<file path="src/rtl/lcd_text_writer.sv">
// Screen-image feeder for the character LCD controller: holds a 2x16 character
// buffer and streams it as 34 paced transfers (address, 16 chars, address, 16 chars).
module lcd_text_writer #(
  parameter int GAP   = 104,
  parameter int GBITS = 8
) (
  input  logic       clk,
  input  logic       rst_n,
  input  logic       wr_en,
  input  logic [4:0] wr_addr,
  input  logic [7:0] wr_data,
  input  logic       start,
  input  logic       busy,
  output logic       lcd_enable,
  output logic [9:0] lcd_bus,
  output logic       active,
  output logic       done
);

  typedef enum logic [1:0] {
    S_IDLE,
    S_ISSUE,
    S_GAP
  } state_t;

  localparam logic [GBITS-1:0] GAP_LOAD  = GBITS'(GAP - 1);
  localparam logic [5:0]       LAST_XFER = 6'd33;
  localparam logic [5:0]       LINE2_CMD = 6'd17;

  state_t           state, state_next;
  logic [5:0]       t, t_next;
  logic [GBITS-1:0] cnt, cnt_next;
  logic             enable_next, active_next, done_next;
  logic [9:0]       bus_next;

  logic [7:0] buffer [32];
  logic [4:0] data_idx;
  logic [9:0] xfer_word;

  // Host writes land at any time; reset blanks the screen to spaces.
  always_ff @(posedge clk or negedge rst_n) begin
    if (!rst_n) begin
      for (int i = 0; i < 32; i++) buffer[i] <= 8'h20;
    end else if (wr_en) begin
      buffer[wr_addr] <= wr_data;
    end
  end

  // Transfers 1..16 carry buf[0..15]; 18..33 carry buf[16..31].
  always_comb begin
    data_idx = (t <= 6'd16) ? 5'(t - 6'd1) : 5'(t - 6'd2);
    if (t == 6'd0)
      xfer_word = 10'h080;
    else if (t == LINE2_CMD)
      xfer_word = 10'h0C0;
    else
      xfer_word = {2'b10, buffer[data_idx]};
  end

  always_ff @(posedge clk or negedge rst_n) begin
    if (!rst_n) begin
      state      <= S_IDLE;
      t          <= '0;
      cnt        <= '0;
      lcd_enable <= 1'b0;
      lcd_bus    <= '0;
      active     <= 1'b0;
      done       <= 1'b0;
    end else begin
      state      <= state_next;
      t          <= t_next;
      cnt        <= cnt_next;
      lcd_enable <= enable_next;
      lcd_bus    <= bus_next;
      active     <= active_next;
      done       <= done_next;
    end
  end

  always_comb begin
    state_next  = state;
    t_next      = t;
    cnt_next    = cnt;
    enable_next = 1'b0;
    bus_next    = '0;
    active_next = active;
    done_next   = 1'b0;
    case (state)
      S_IDLE: begin
        if (start) begin
          state_next  = S_ISSUE;
          t_next      = '0;
          active_next = 1'b1;
        end
      end
      S_ISSUE: begin
        if (!busy) begin
          enable_next = 1'b1;
          bus_next    = xfer_word;
          cnt_next    = GAP_LOAD;
          state_next  = S_GAP;
        end
      end
      S_GAP: begin
        // The gap always runs to completion regardless of busy.
        if (cnt == '0) begin
          if (t == LAST_XFER) begin
            state_next  = S_IDLE;
            done_next   = 1'b1;
            active_next = 1'b0;
          end else begin
            t_next     = t + 6'd1;
            state_next = S_ISSUE;
          end
        end else begin
          cnt_next = cnt - 1'b1;
        end
      end
      default: state_next = S_IDLE;
    endcase
  end

endmodule

</file>
<file path="config.mk">
export PLATFORM = sky130hd
export DESIGN_NAME = lcd_text_writer
export DESIGN_NICKNAME = d
export VERILOG_FILES = /design/src/rtl/lcd_text_writer.sv
export SDC_FILE = /design/constraint.sdc
export NUM_CORES = 1
export LEC_CHECK = 0
export BUFFER_PORTS_ARGS = -buffer_cell sky130_fd_sc_hd__buf_4
export CAP_MARGIN = 30
export CORE_MARGIN = 3
export CORE_UTILIZATION = 42
export CTS_BUF_LIST = sky130_fd_sc_hd__clkbuf_4 sky130_fd_sc_hd__clkbuf_8
export DETAILED_ROUTE_END_ITERATION = 8
export PLACE_DENSITY = 0.54
export SYNTH_ARGS = -nofsm -noshare
export SYNTH_HDL_FRONTEND = slang
export SYNTH_SLANG_ARGS = --single-unit
</file>
<file path="constraint.sdc">
create_clock -name clk -period 4.15 [get_ports clk]
set_clock_uncertainty 0.2 [all_clocks]
set_input_delay 0.2075 -clock clk [delete_from_list [all_inputs] [get_ports clk]]
set_output_delay 0.2075 -clock clk [all_outputs]
set_load 0.03 [all_outputs]
</file>
==> metrics.csv, run 1 <==
metric,value,unit
status,"complete, no violations",
fin_crit,3.530,ns
ys_types,71,
peakVddDrop,0.3215,mV
cp_slowest_stage_delay,0.54,ns
min_path_type,primary input to async pin,
grt_pass1_wl,70560,um
grt_max_degree,144,
ys_async_sr_fraction,100.0,%
critPathTopFamily,compound AO/OA/AOI/OAI gates,
htree_levels,2,
routabilityCongestion,0.8435,
post_cts_resized,0,
wl,46610,um
crit_path_top_delay_cell,nor4b_4,
maxSlewViolCount,0,
drc,0,
critical_path_class,register to register,
seq_area_frac_synth,47.27,%
cts_root_buf,clkbuf_8,
final_layout_size_suffix_gt1_share,39.36,%
layout_worst_path_cycle_share,85.07,%
core_area,0.03497,mm^2
ant_nets,0,
path_buf_inv,2,
io_pins,31,
hold_buffers,17,
power.density,702.9,mW/mm^2
wl_per_cell,26.32,um
firstDrtPassIters,6,
required,4.46,ns
startpoint_type,register,
fin_nets,1303,
cts_setup_buffers,0,
yosys_register_bits,284,
p_total,12030,uW
grt_setup_unrepaired,no,
cts.clk_slew.worst_paths,0.06,ns
yosys-top-cells-area,"dfrtp_1 42%, mux2_2 19%, mux4_2 6.9%",
mostFrequentLayoutCells,"260 x mux2_2, 250 x dfrtp_1, 84 x o22ai_1",
setup_violations,0,
grtUsageTotal,24.10,%
cts.sinks,284,
syn-instance-count,1239,
multi_input_area,0.007526,mm^2
max_freq,283.3,MHz
overflow,0,
num_rows,68,
synth_top_cell_by_area,dfrtp_1,
die_h,195.7,um
grt_pass1_vias,11050,
netlist.area_leader.share,41.71,%
fill_cells,3097,
drt_iter0_drc,915,
area_growth,13.23,%
cp_cell_sequence,"inv_2, ha_1, nor4b_4, o21ai_4, buf_12, o22ai_1, nor2_1, a31oi_1, o221ai_1, a211oi_1",
syn_nets,1265,
antenna_cells,0,
fin_setup_tns,0,ns
p_leak,0.007278,uW
clockBufferDepth,3,
max-cap-violations,0,
die_w,195.7,um
synth.avg_cell_area,12.20,um^2
antenna_found_initial,0,
viasPerCell,6.257,
cts_tree,done,
timing.slew.headroom,30.87,%
clkLatencyLatePin,0.62,ns
regArea,0.007152,mm^2
critical_path.max_fanout,39,
synthFlopType,dfrtp_1,
synth-edff-count,0,
dp_hpwl,29650,um
numCtsBuffers,50,
start_util,43.24,%
syn_area,0.01512,mm^2
end_kind,register,
layout_commonest_cell,mux2_2,
portBuffers,29,
final_core_util,48.96,%
cp.arrival,3.84,ns
finalHoldViolations,0,
worstMarginPinSlew,1.033,ns
route.vias.total,11080,
die_area,0.03831,mm^2
ys_warn_count,0,
-- through the flow --
stage	instances	hold slack (ns)	area [um^2]	setup slack [ns]
2_1_floorplan	1239	-0.2881	15120	0.4937
4_1_cts	1770	0.006998	17110	0.6098
3_3_place_gp	1655	0.1983	15840	0.6650
5_1_grt	1771	0.08076	17120	0.3645
3_5_place_dp	1662	0.1998	15910	0.6514
6_report	1771	0.06810	17120	0.6197
-- state kept, by name, summed over array words and instances, names as in the netlist --
name and count:
buffer 256, lcd_bus 9, cnt 8, t 6, state 2, active 1
done 1, lcd_enable 1
-- cells in the mapped netlist (5+ instances only) --
library cell and n:
mux2_2 260, dfrtp_1 252, o22ai_1 84, nand2_1 64, clkbuf_1 62, mux2i_1 57, mux4_2 46, nor2_1 46
dfstp_2 32, nor3_1 31, buf_2 30, o21ai_0 27, o221ai_1 27, nand3_1 21, a21oi_1 12, a31oi_1 12
a21o_1 11, inv_1 11, a211oi_1 8, ha_1 8, nor2b_1 8, o311ai_0 8, nor4_1 7, or3_1 7
a2111oi_0 6, o31ai_1 6, o32ai_1 5
-- cells by family after synthesis --
logic type      synth area share, %
simple gates                  7.373
flops                         47.27
mux                           29.99
other cells                 0.02480
compound gates                10.95
xor+xnor                     0.4055
buf+inv                       3.327
fa+ha+maj                    0.6621
-- worst paths after layout --
path | from | end | slack, ns | depth (start not counted)
setup / recovery | t[0] | lcd_bus[0] | 0.62 | 10
max in group asynchronous | rst_n | t[0] | 2.96 | 3
setup reg to reg | t[0] | lcd_bus[0] | 0.62 | 10
hold / removal | rst_n | buffer[130] | 0.07 | 3
hold reg to reg | buffer[134] | buffer[134] | 0.30 | 1
min in group clk | wr_en | buffer[135] | 0.07 | 4
-- per-layer routing --
| layer | up-vias | wire length, um | track usage (%) |
|---|---|---|---|
| li1 | 4833 | - | - |
| met1 | 5744 | 20460 | 33.33 |
| met2 | 386 | 21460 | 37.46 |
| met3 | 118 | 3011 | 4.997 |
| met4 | 0 | 1678 | 9.374 |
| met5 | - | 0 | 0 |
-- worst reg2reg max path, cell delays in order (launching register included) --
cell and delay (ns):
dfrtp_4 0.47, inv_2 0.08, ha_1 0.23, nor4b_4 0.54
o21ai_4 0.34, buf_12 0.29, o22ai_1 0.22, nor2_1 0.06
a31oi_1 0.47, o221ai_1 0.27, a211oi_1 0.28
-- report_power, final --
part	switching [uW]	total [uW]	leakage, uW	internal, uW
Clock	1170	2690	0.000560	1510
Combinational	3200	5530	0.00317	2330
Sequential	452	3820	0.00355	3360
Total	4820	12000	0.00728	7210
-- layout make-up --
type	count	area share [%]
Timing Repair Buffer	88	4.626
Clock inverter	4	0.1315
Multi-Input combinational cell	840	43.96
Clock buffer	87	5.898
Inverter	13	0.2850
Sequential cell	284	41.77
Tap cell	455	3.325
Note: power is estimated with default switching activity, not from simulation.
==> run 2, diff against run 1 <==
==> constraint.sdc (replaced) <==
create_clock -name clk -period 3.6 [get_ports clk]
set_clock_uncertainty 0.2 [all_clocks]
set_input_delay 0.18 -clock clk [delete_from_list [all_inputs] [get_ports clk]]
set_output_delay 0.18 -clock clk [all_outputs]
set_load 0.03 [all_outputs]
==> run 2 against run 1 <==
  * Maximum frequency is 4.2% higher
  * Routed wire length grew 0.35%
  * Die area unchanged
  * Combinational power up 17%
  * Highest routed layer is now met5
==> metrics.csv, run 2 (synthesis gave the netlist of run 1 again) <==
metric,value,unit
dp_hpwl,29800,um
setup_violations,0,
whs_path_depth,4,
cts.sinks,284,
max_freq,295.0,MHz
dp_cells,1674,
ant_nets,0,
portBuffers,29,
critical_path.max_fanout,14,
p_int,8630,uW
min_path_type,primary input to register,
wl_per_cell,26.21,um
status,"complete, no violations",
clkLatencyLatePin,0.59,ns
power.density,814.5,mW/mm^2
reg2reg_depth,9,
num_rows,68,
drc,0,
final_area,0.01735,mm^2
grt_pass1_wl,71530,um
reg_top3,"buffer (256), lcd_bus (9), cnt (8)",
cts.clk_slew.worst_paths,0.06,ns
cts_root_buf,clkbuf_8,
routabilityCongestion,0.8612,
final_cells,1785,
timing.slew.headroom,31.42,%
cts_tree,done,
numCtsBuffers,51,
combPwrFrac,45.8,%
clockBufferDepth,3,
layout_worst_path_cycle_share,94.16,%
largest_register_ff_count,256,
critical_path_class,register to register,
grt_setup_unrepaired,no,
startpoint_type,register,
max-cap-violations,0,
end_kind,register,
die_w,195.7,um
pwr-share-clk,23.0,%
rr_startpoint,t[0],
p_leak,0.007387,uW
rr_endpoint,lcd_bus[7],
core_area,0.03497,mm^2
final_layout_size_suffix_gt1_share,39.85,%
worstMarginPinSlew,1.025,ns
finalHoldViolations,0,
wl,46780,um
mostFrequentLayoutCells,"260 x mux2_2, 250 x dfrtp_1, 84 x o22ai_1",
swShare,38.92,%
grtUsageTotal,24.34,%
area_growth,14.74,%
cp.arrival,3.62,ns
fin_nets,1318,
die_area,0.03831,mm^2
htree_levels,2,
peakVddDrop,0.4722,mV
route.vias.total,11130,
overflow,0,
place_area,0.01603,mm^2
grt_pass1_vias,11310,
grt_max_degree,95,
p_switching,5500,uW
regMostFlops,buffer,
fin_crit,3.390,ns
seqPwrFrac,31.2,%
fin_setup_tns,0,ns
firstDrtPassIters,6,
antenna_cells,0,
maxSlewViolCount,0,
hold_slack,0.05836,ns
layout_commonest_cell,mux2_2,
r2r_slack,0.21,ns
antenna_found_initial,3,
final_core_util,49.61,%
start_util,43.24,%
die_h,195.7,um
viasPerCell,6.238,
drt_iter0_drc,796,
required,3.83,ns
holdCritStartpoint,wr_en,
io_pins,31,
hold_end,buffer[36],
run 2: cell count changes in the layout (fill, tap and decap cells not counted), sizes merged:
cell | previous run | this run
clkbuf | 87 | 85
bufinv | 0 | 1
clkinv | 4 | 5
buf | 71 | 83
dlygate4sd3 | 17 | 19
run 2: power by group through the flow:
| stage | Sequential, uW | Clock, uW | Combinational, uW |
|---|---|---|---|
| 2_1_floorplan | 4270 | 0 | 4320 |
| 3_3_place_gp | 4440 | 0 | 6280 |
| 3_5_place_dp | 4450 | 0 | 6320 |
| 4_1_cts | 4400 | 3330 | 6370 |
| 5_1_grt | 4500 | 3480 | 6890 |
| 6_report | 4410 | 3250 | 6470 |
run 2: worst max path at each step:
| stage | start | endpoint | cells past startpoint | slack, ns |
|---|---|---|---|---|
| 2_1_floorplan | t[0] | lcd_bus[5] | 14 | 0.009 |
| 3_3_place_gp | t[0] | lcd_bus[7] | 9 | 0.18 |
| 3_5_place_dp | t[0] | lcd_bus[7] | 9 | 0.20 |
| 4_1_cts | t[0] | lcd_bus[7] | 9 | 0.18 |
| 5_1_grt | t[0] | lcd_bus[3] | 9 | 0.09 |
| 6_report | t[0] | lcd_bus[7] | 9 | 0.21 |
run 2: area by class of cell:
class | count | area (um^2)
fillers | 3172 | 17620
multi-input cells | 840 | 7522
flip-flops and latches | 284 | 7152
clock buffers | 85 | 1045
repair buffers | 102 | 953.4
well taps | 455 | 569.3
clock inverters | 6 | 57.56
inverters | 13 | 48.80
run 2: timing repair:
item / in CTS / in global routing
endpoints found under the setup margin: 0 / 1
endpoints found under the hold margin: 381 / 0
hold buffers: 19 / 0
buffers inserted: 0 / 0
gates resized for setup: 0 / 1
run 2: metal layers:
| metal | vias up | track usage [%] | routed length [um] |
|---|---|---|---|
| li1 | 4870 | - | - |
| met1 | 5752 | 32.91 | 20250 |
| met2 | 389 | 38.65 | 21750 |
| met3 | 117 | 5.135 | 2874 |
| met4 | 6 | 9.453 | 1863 |
| met5 | - | 0 | 41 |
run 2: worst max-delay path, stage by stage (launching register included):
cell	delay (ns)
dfrtp_4	0.49
inv_2	0.08
ha_1	0.23
or4b_4	0.58
nand2_1	0.21
buf_4	0.30
mux4_2	0.31
nand2_1	0.06
a2111oi_1	0.69
a211oi_1	0.08
run 2: through the flow:
stage / setup WS, ns / total power [uW]
after floorplan: 0.008886 / 8595
after global placement: 0.1765 / 10720
after detailed placement: 0.1989 / 10770
after CTS: 0.1833 / 14110
after global routing: 0.08845 / 14880
final: 0.2104 / 14130
